## config.mk

```make
export PLATFORM = sky130hd
export DESIGN_NAME = dcache_flush_ctrl
export DESIGN_NICKNAME = d
export VERILOG_FILES = /design/src/rtl/dcache_flush_ctrl.sv
export SDC_FILE = /design/constraint.sdc
export NUM_CORES = 1
export LEC_CHECK = 0
export CAP_MARGIN = 25
export CORE_AREA = 3 3 102 65
export CTS_CLUSTER_SIZE = 25
export DETAILED_ROUTE_END_ITERATION = 7
export DIE_AREA = 0 0 105 68
export PLACE_DENSITY = 0.75
export SYNTH_ARGS = -nofsm -noshare
export SYNTH_HDL_FRONTEND = slang
export SYNTH_SLANG_ARGS = --single-unit
```

## constraint.sdc

```tcl
create_clock -name clk -period 1.8 [get_ports clk]
set_input_delay 0.18 -clock clk [delete_from_list [all_inputs] [get_ports clk]]
set_output_delay 0.18 -clock clk [all_outputs]
set_load 0.02 [all_outputs]
```

## src/rtl/dcache_flush_ctrl.sv

```systemverilog
// Data-cache write-back walker: flushes every valid line to the
// 16-bit RAM as two halfwords and invalidates it, stalling the core.
module dcache_flush_ctrl #(
  parameter int NUM_LINES  = 256,
  parameter int INDEX_W    = 8,
  parameter int TAG_W      = 22,
  parameter int RAM_ADDR_W = 13
) (
  input  logic                  clk,
  input  logic                  reset,
  input  logic                  flush_req,
  output logic                  flush_busy,
  output logic                  flush_done,
  output logic [INDEX_W-1:0]    cache_idx,
  input  logic                  cache_valid,
  input  logic [TAG_W-1:0]      cache_tag,
  input  logic [31:0]           cache_data,
  output logic                  cache_inval,
  output logic                  ram_we,
  output logic [RAM_ADDR_W-1:0] ram_addr,
  output logic [15:0]           ram_wdata,
  input  logic                  ram_ready
);

  typedef enum logic [2:0] {
    IDLE,
    READ,
    CHECK,
    WR_LO,
    WR_HI,
    NEXT,
    DONE
  } state_t;

  localparam logic [INDEX_W-1:0] LAST_IDX =
    INDEX_W'(NUM_LINES - 1);
  localparam logic [INDEX_W-1:0] IDX_ONE =
    INDEX_W'(1);
  localparam logic [RAM_ADDR_W-1:0] ADDR_ONE =
    RAM_ADDR_W'(1);

  state_t              state_q, state_d;
  logic [INDEX_W-1:0]  idx_q, idx_d;
  logic                valid_q, valid_d;
  logic [TAG_W-1:0]    tag_q, tag_d;
  logic [31:0]         data_q, data_d;

  logic [TAG_W+INDEX_W:0]  hw_full;
  logic [RAM_ADDR_W-1:0]   hw_addr;
  logic                    unused_hw_bits;

  // Halfword address {tag, idx, 0}; upper bits fall off the RAM.
  assign hw_full = {tag_q, idx_q, 1'b0};
  assign hw_addr = hw_full[RAM_ADDR_W-1:0];
  assign unused_hw_bits =
    ^hw_full[TAG_W+INDEX_W:RAM_ADDR_W];

  // State, walk index and latched line registers.
  always_ff @(posedge clk) begin
    if (reset) begin
      state_q <= IDLE;
      idx_q   <= '0;
      valid_q <= 1'b0;
      tag_q   <= '0;
      data_q  <= '0;
    end else begin
      state_q <= state_d;
      idx_q   <= idx_d;
      valid_q <= valid_d;
      tag_q   <= tag_d;
      data_q  <= data_d;
    end
  end

  // Next-state and Moore outputs of the walk.
  always_comb begin
    state_d     = state_q;
    idx_d       = idx_q;
    valid_d     = valid_q;
    tag_d       = tag_q;
    data_d      = data_q;
    flush_busy  = (state_q != IDLE);
    flush_done  = 1'b0;
    cache_idx   = (state_q == IDLE) ? '0 : idx_q;
    cache_inval = 1'b0;
    ram_we      = 1'b0;
    ram_addr    = '0;
    ram_wdata   = '0;
    unique case (state_q)
      IDLE: begin
        if (flush_req) begin
          idx_d   = '0;
          state_d = READ;
        end
      end
      READ: begin
        state_d = CHECK;
      end
      CHECK: begin
        valid_d = cache_valid;
        tag_d   = cache_tag;
        data_d  = cache_data;
        state_d = cache_valid ? WR_LO : NEXT;
      end
      WR_LO: begin
        ram_we    = 1'b1;
        ram_addr  = hw_addr;
        ram_wdata = data_q[15:0];
        if (ram_ready) state_d = WR_HI;
      end
      WR_HI: begin
        ram_we    = 1'b1;
        ram_addr  = hw_addr + ADDR_ONE;
        ram_wdata = data_q[31:16];
        if (ram_ready) state_d = NEXT;
      end
      NEXT: begin
        cache_inval = valid_q;
        if (idx_q == LAST_IDX) begin
          state_d = DONE;
        end else begin
          idx_d   = idx_q + IDX_ONE;
          state_d = READ;
        end
      end
      DONE: begin
        flush_done = 1'b1;
        state_d    = IDLE;
      end
      default: begin
        state_d = IDLE;
      end
    endcase
  end

endmodule
```

# After elaboration in Yosys (flattened, before gate mapping)
# Cells that the tools add are included.
op_classes:
  n_addsub: 2
  mul: 0
  n_div: 0
  n_lt_le_gt_ge: 0
  n_eq_ne: 11
  shift: 0
  mux: 15
  bitwise_logic: 0
  reduce_logical: 6
op_table:
  columns: ["operator", "n"]
  rows:
  - ["one-hot mux 16 bit (2 select lines)", 1]
  - ["one-hot mux 13 bit (2 select lines)", 1]
  - ["two-way mux 8 bit", 3]
  - ["one-hot mux 3 bit (6 select lines)", 1]
  - ["one-hot mux 8 bit (2 select lines)", 1]
  - ["two-way mux 3 bit", 5]
  - ["adder 13 x 1 -> 13 bit, second input constant", 1]
  - ["== test 3 bit, second input constant", 3]
  - ["adder 8 x 1 -> 8 bit, second input constant", 1]
  - ["== test 8 bit, second input constant", 1]
  - ["!= test 2 bit, second input constant", 4]
  - ["== test 3 x 2 -> 1 bit, second input constant", 2]
  - ["AND reduction 3 bit", 2]
  - ["== test 3 x 1 -> 1 bit, second input constant", 1]
  - ["logical NOT 3 bit", 1]
  - ["two-way mux 1 bit", 3]
  - ["nonzero test 3 bit", 1]
  - ["nonzero test 2 bit", 1]
  - ["OR reduction 2 bit", 1]
word_totals:
  regBits: 48
  latchBits: 0
  mem_bits_rw: 0
  mem_bits_ro: 0
  inputBits: 59
  output_inout_bits: 41
  word_cells: 39
  mem_count: 0

# Longest topological paths before layout
depth:
  depth_word: 3
  ltp_mapped: 7
  ltp_nobuf: 5

# Worst setup path after synthesis
# No wires, ideal clock.
synth_path:
  path_type: "register to output"
  from: "reg state_q[1]"
  to: "out ram_wdata[10]"
  t_arrival_ns: 1.493
  t_required_ns: 1.620
  slack_ns: 0.127
  path_stages_with_launch: 4
  n_path_buf: 1
  cell_sequence: "dfxtp_1 -> nor3b_2 -> clkbuf_1 -> a22o_1"
synth_between:
  elab_chain_cells: 2
  elab_cells_between_ends: 3
  cone_classes: "eq/ne (2); mux (1)"
synth_rtl:
  columns: ["item", "line", "rtl"]
  rows:
  - ["from (decl)", "42", "state_t state_q, state_d;"]
  - ["from (signal assigned)", "67", "state_q <= state_d;"]
  - ["== test 3 bit or == test 3 x 2 -> 1 bit (tied branches)", "89", "unique case (state_q)"]
  - ["one-hot mux 16 bit (2 select lines) *", "89", null]
  - ["to (decl)", "21", "output logic [15:0] ram_wdata,"]
# Every way passes the cells marked *; elsewhere a longest branch is shown, timed or not.

# Final worst setup path
layout_path:
  from: "reg state_q[1]"
  to: "out cache_idx[5]"
layout_between:
  elab_chain_cells: 2
layout_rtl:
  columns: ["item", "line", "rtl"]
  rows:
  - ["logical NOT 3 bit", "84", "cache_idx = (state_q == IDLE) ? '0 : idx_q;"]
  - ["two-way mux 8 bit", "84", null]
  - ["to (decl)", "14", "output logic [INDEX_W-1:0] cache_idx,"]
# Every way passes these cells.

==> run metrics <==
Final #Nets=437; Port-buffer cells=81; GRT Total Usage=17.6%; Die Y=68 um; Initial Util=40.5%; total CTS buffers=5; Seq cells post-synth=48; CP Launch Type=flop; Peak supply drop=334 uV; DIE WIDTH=105 um; commonest cells after routing, fill and taps aside=nand2_1, dfxtp_1, a21oi_1, clkdlybuf4s50_1, and2_1; via/cell ratio=4.92; clk sink count=48; DRT Wirelength=6300 um; clk buf depth=2; Fill cells=563; Post-DRT Antenna Nets=0; CP arrival=1.58 ns; Post-Synth Simple-Gate Area=29.5%; clock-pin slew on the worst setup and hold paths=0.09 ns; GR Util met1=24.2%; power density over the cells=787 nW/um^2; global-route wire length before repair=10200 um; Place WS=-0.0734 ns; fin worst setup slack=0.0429 ns; number of max-cap violations=0; Setup Buffers After CTS=0; RSZ-0062 raised after global routing=true; P&R area growth vs syn=45.4%; DR WL/cell=13.7 um; vias in the first global route=2137; GP Congestion=0.906; M3 GR Usage=4.81%; post-layout minimum cycle time=1.76 ns; Max Freq=569 MHz; root buf cell=clkbuf_8; Avg Inst Size Synth=7.92 sq um; routed via count=2253; Pleak=0.00128 uW; layer with the highest usage=met2; core area=5620 sq um; xor and xnor area share after synthesis=0.384%; Critical Path RT=1.62 ns; Slew @ Worst Pin=0.534 ns; Layout Cells excl Fill=458; Post-Syn Nets=348; Rows=21; met2 Track Usage GR=28.5%; Relative slew margins=64.3%; Worst Setup End Kind=primary output; post-synthesis cell count=288; pin count of the biggest net entering global routing=38; Seq/Total Area, Yosys=42.2%; antenna violations before repair=0; post-synthesis mux area share=0.933%; Placed Cells=449; CTS tree=yes; n_diodes=0; synth unique cells=44; DRT iter0 DRCs=122; Hold Crit Class=primary input to flop; post-route clock period utilization=97.6%; Slew Limit Fails=0; Final setup viols=0; synthesized area=2280 sq um; most common cell after layout, fill and taps aside=nand2_1; fraction of layout cells with a size suffix above 1=19.3%; DR DRC count=0; Max Fanout on Critical Path=10; Hold Slack=0.426 ns; Hold Fails Final Rpt=0; critical path type=flop to primary output; I/O pin count=100; DRT Pass-1 Iters=4; area share of fa/ha/maj cells after synthesis=0.549%; H-tree depth=2; status=completed; Hold Buf Count CTS=0; detailed placement HPWL=4670 um; YS warnings=0; main combinational cell family by area after synthesis=simple AND/OR/NAND/NOR gates; clk_lat worst skew=0.29 ns; Synth Area in Compound Gates=22.4%; grt ovf=0; clk_skew=0.00448 ns; setup TNS=0 ns; Die ar.=7140 sq um
[worst paths after layout]
kind / startpoint / to / slack, ns / cells past startpoint
worst max-delay path: state_q[1] / cache_idx[5] / 0.04 / 3
worst min-delay path: cache_data[19] / data_q[19] / 0.43 / 3
worst max register to register: idx_q[1] / idx_q[6] / 0.16 / 5
worst min register to register: valid_q / valid_q / 0.45 / 2
[power breakdown]
part	switching, uW	leakage [uW]	total, uW	internal (uW)
combinational	347	0.000839	657	310
clock	339	0.0000552	751	412
sequential	53.2	0.000390	1200	1150
total	739	0.00128	2610	1870
[cell families after synthesis]
kind of cell / count (synthesis)
AND/OR/NAND/NOR: 138
AO/OA/AOI/OAI: 79
flip-flops: 48
buffers and inverters: 19
multiplexers: 2
XOR/XNOR: 1
adder cells (fa/ha/maj): 1
[state kept, by name (all words and copies together), names as in the netlist]
name,count
idx_q,8
data_q,32
tag_q,4
valid_q,1
state_q,3
[routing by layer]
layer / vias to the layer above / part of all wire [%]
li1: 1164 / -
met1: 1024 / 49
met2: 63 / 44
met3: 2 / 7.1
met4: 0 / 0.17
met5: - / 0
[cells in the mapped netlist]
| cell type | count | area share (%) |
|---|---|---|
| or2_4 | 1 | 0.38 |
| a21o_1 | 1 | 0.33 |
| a21o_2 | 1 | 0.38 |
| xor2_1 | 1 | 0.38 |
| nor2b_1 | 1 | 0.27 |
| nand3_1 | 5 | 1.1 |
| or4b_2 | 1 | 0.44 |
| nand2b_1 | 2 | 0.55 |
| clkbuf_8 | 1 | 0.60 |
| nor2_1 | 9 | 1.5 |
| a21oi_1 | 43 | 9.4 |
| a21oi_2 | 1 | 0.38 |
| nand3b_1 | 1 | 0.33 |
| o31ai_1 | 1 | 0.33 |
| nand2_1 | 83 | 14 |
| a31oi_1 | 1 | 0.27 |
| buf_2 | 8 | 1.8 |
| and2_2 | 2 | 0.66 |
| o211ai_1 | 2 | 0.66 |
| and2_1 | 21 | 5.8 |
| dfxtp_1 | 48 | 42 |
| or3_1 | 2 | 0.55 |
| a2111oi_1 | 1 | 0.44 |
| or4_4 | 1 | 0.49 |
| or2_2 | 1 | 0.27 |
| a32o_1 | 1 | 0.44 |
| nand3_4 | 1 | 0.77 |
| and3b_1 | 2 | 0.77 |
| o21bai_1 | 2 | 0.66 |
| o21ai_0 | 4 | 0.88 |
| or2b_2 | 1 | 0.38 |
| o2111ai_1 | 1 | 0.38 |
| mux2_2 | 1 | 0.49 |
| a21bo_2 | 1 | 0.44 |
| clkbuf_1 | 10 | 1.6 |
| ha_1 | 1 | 0.55 |
| a2111o_1 | 1 | 0.49 |
| nor3b_2 | 1 | 0.55 |
| a22o_1 | 17 | 6.5 |
| and4b_1 | 1 | 0.44 |
| nand4_1 | 1 | 0.27 |
| mux2i_1 | 1 | 0.44 |
| and4_1 | 1 | 0.38 |
| a2bb2oi_1 | 1 | 0.38 |
[through the flow]
step	area (sq um)	util [%]	power, uW
6_report	3310	58.9	2610
5_1_grt	3310	58.9	2750
4_1_cts	3400	60.4	2630
3_5_place_dp	3270	58.1	1870
3_3_place_gp	3270	58.1	1850
2_1_floorplan	2280	-	1570
[layout make-up]
type,instances,area (sq um),share of cell area [%]
flip-flops and latches,48,965,29.1
repair buffers,101,895,27.0
multi-input cells,221,1250,37.6
clock inverters,2,35.0,1.06
well taps,80,100,3.02
clock buffers,6,72.6,2.19
[critical path, cell delays in order, from the launching register on]
cell and delay [ns]:
dfxtp_2 0.36, or3_4 0.43, and2_1 0.17, dlygate4sd2_1 0.31
[timing repair]
action | in CTS | in global routing
setup endpoints to repair | 41 | 37
cloned | 1 | 0
gates resized for setup | 83 | 31
pin swaps | 1 | 1
Note: power is estimated with default switching activity, not from simulation.
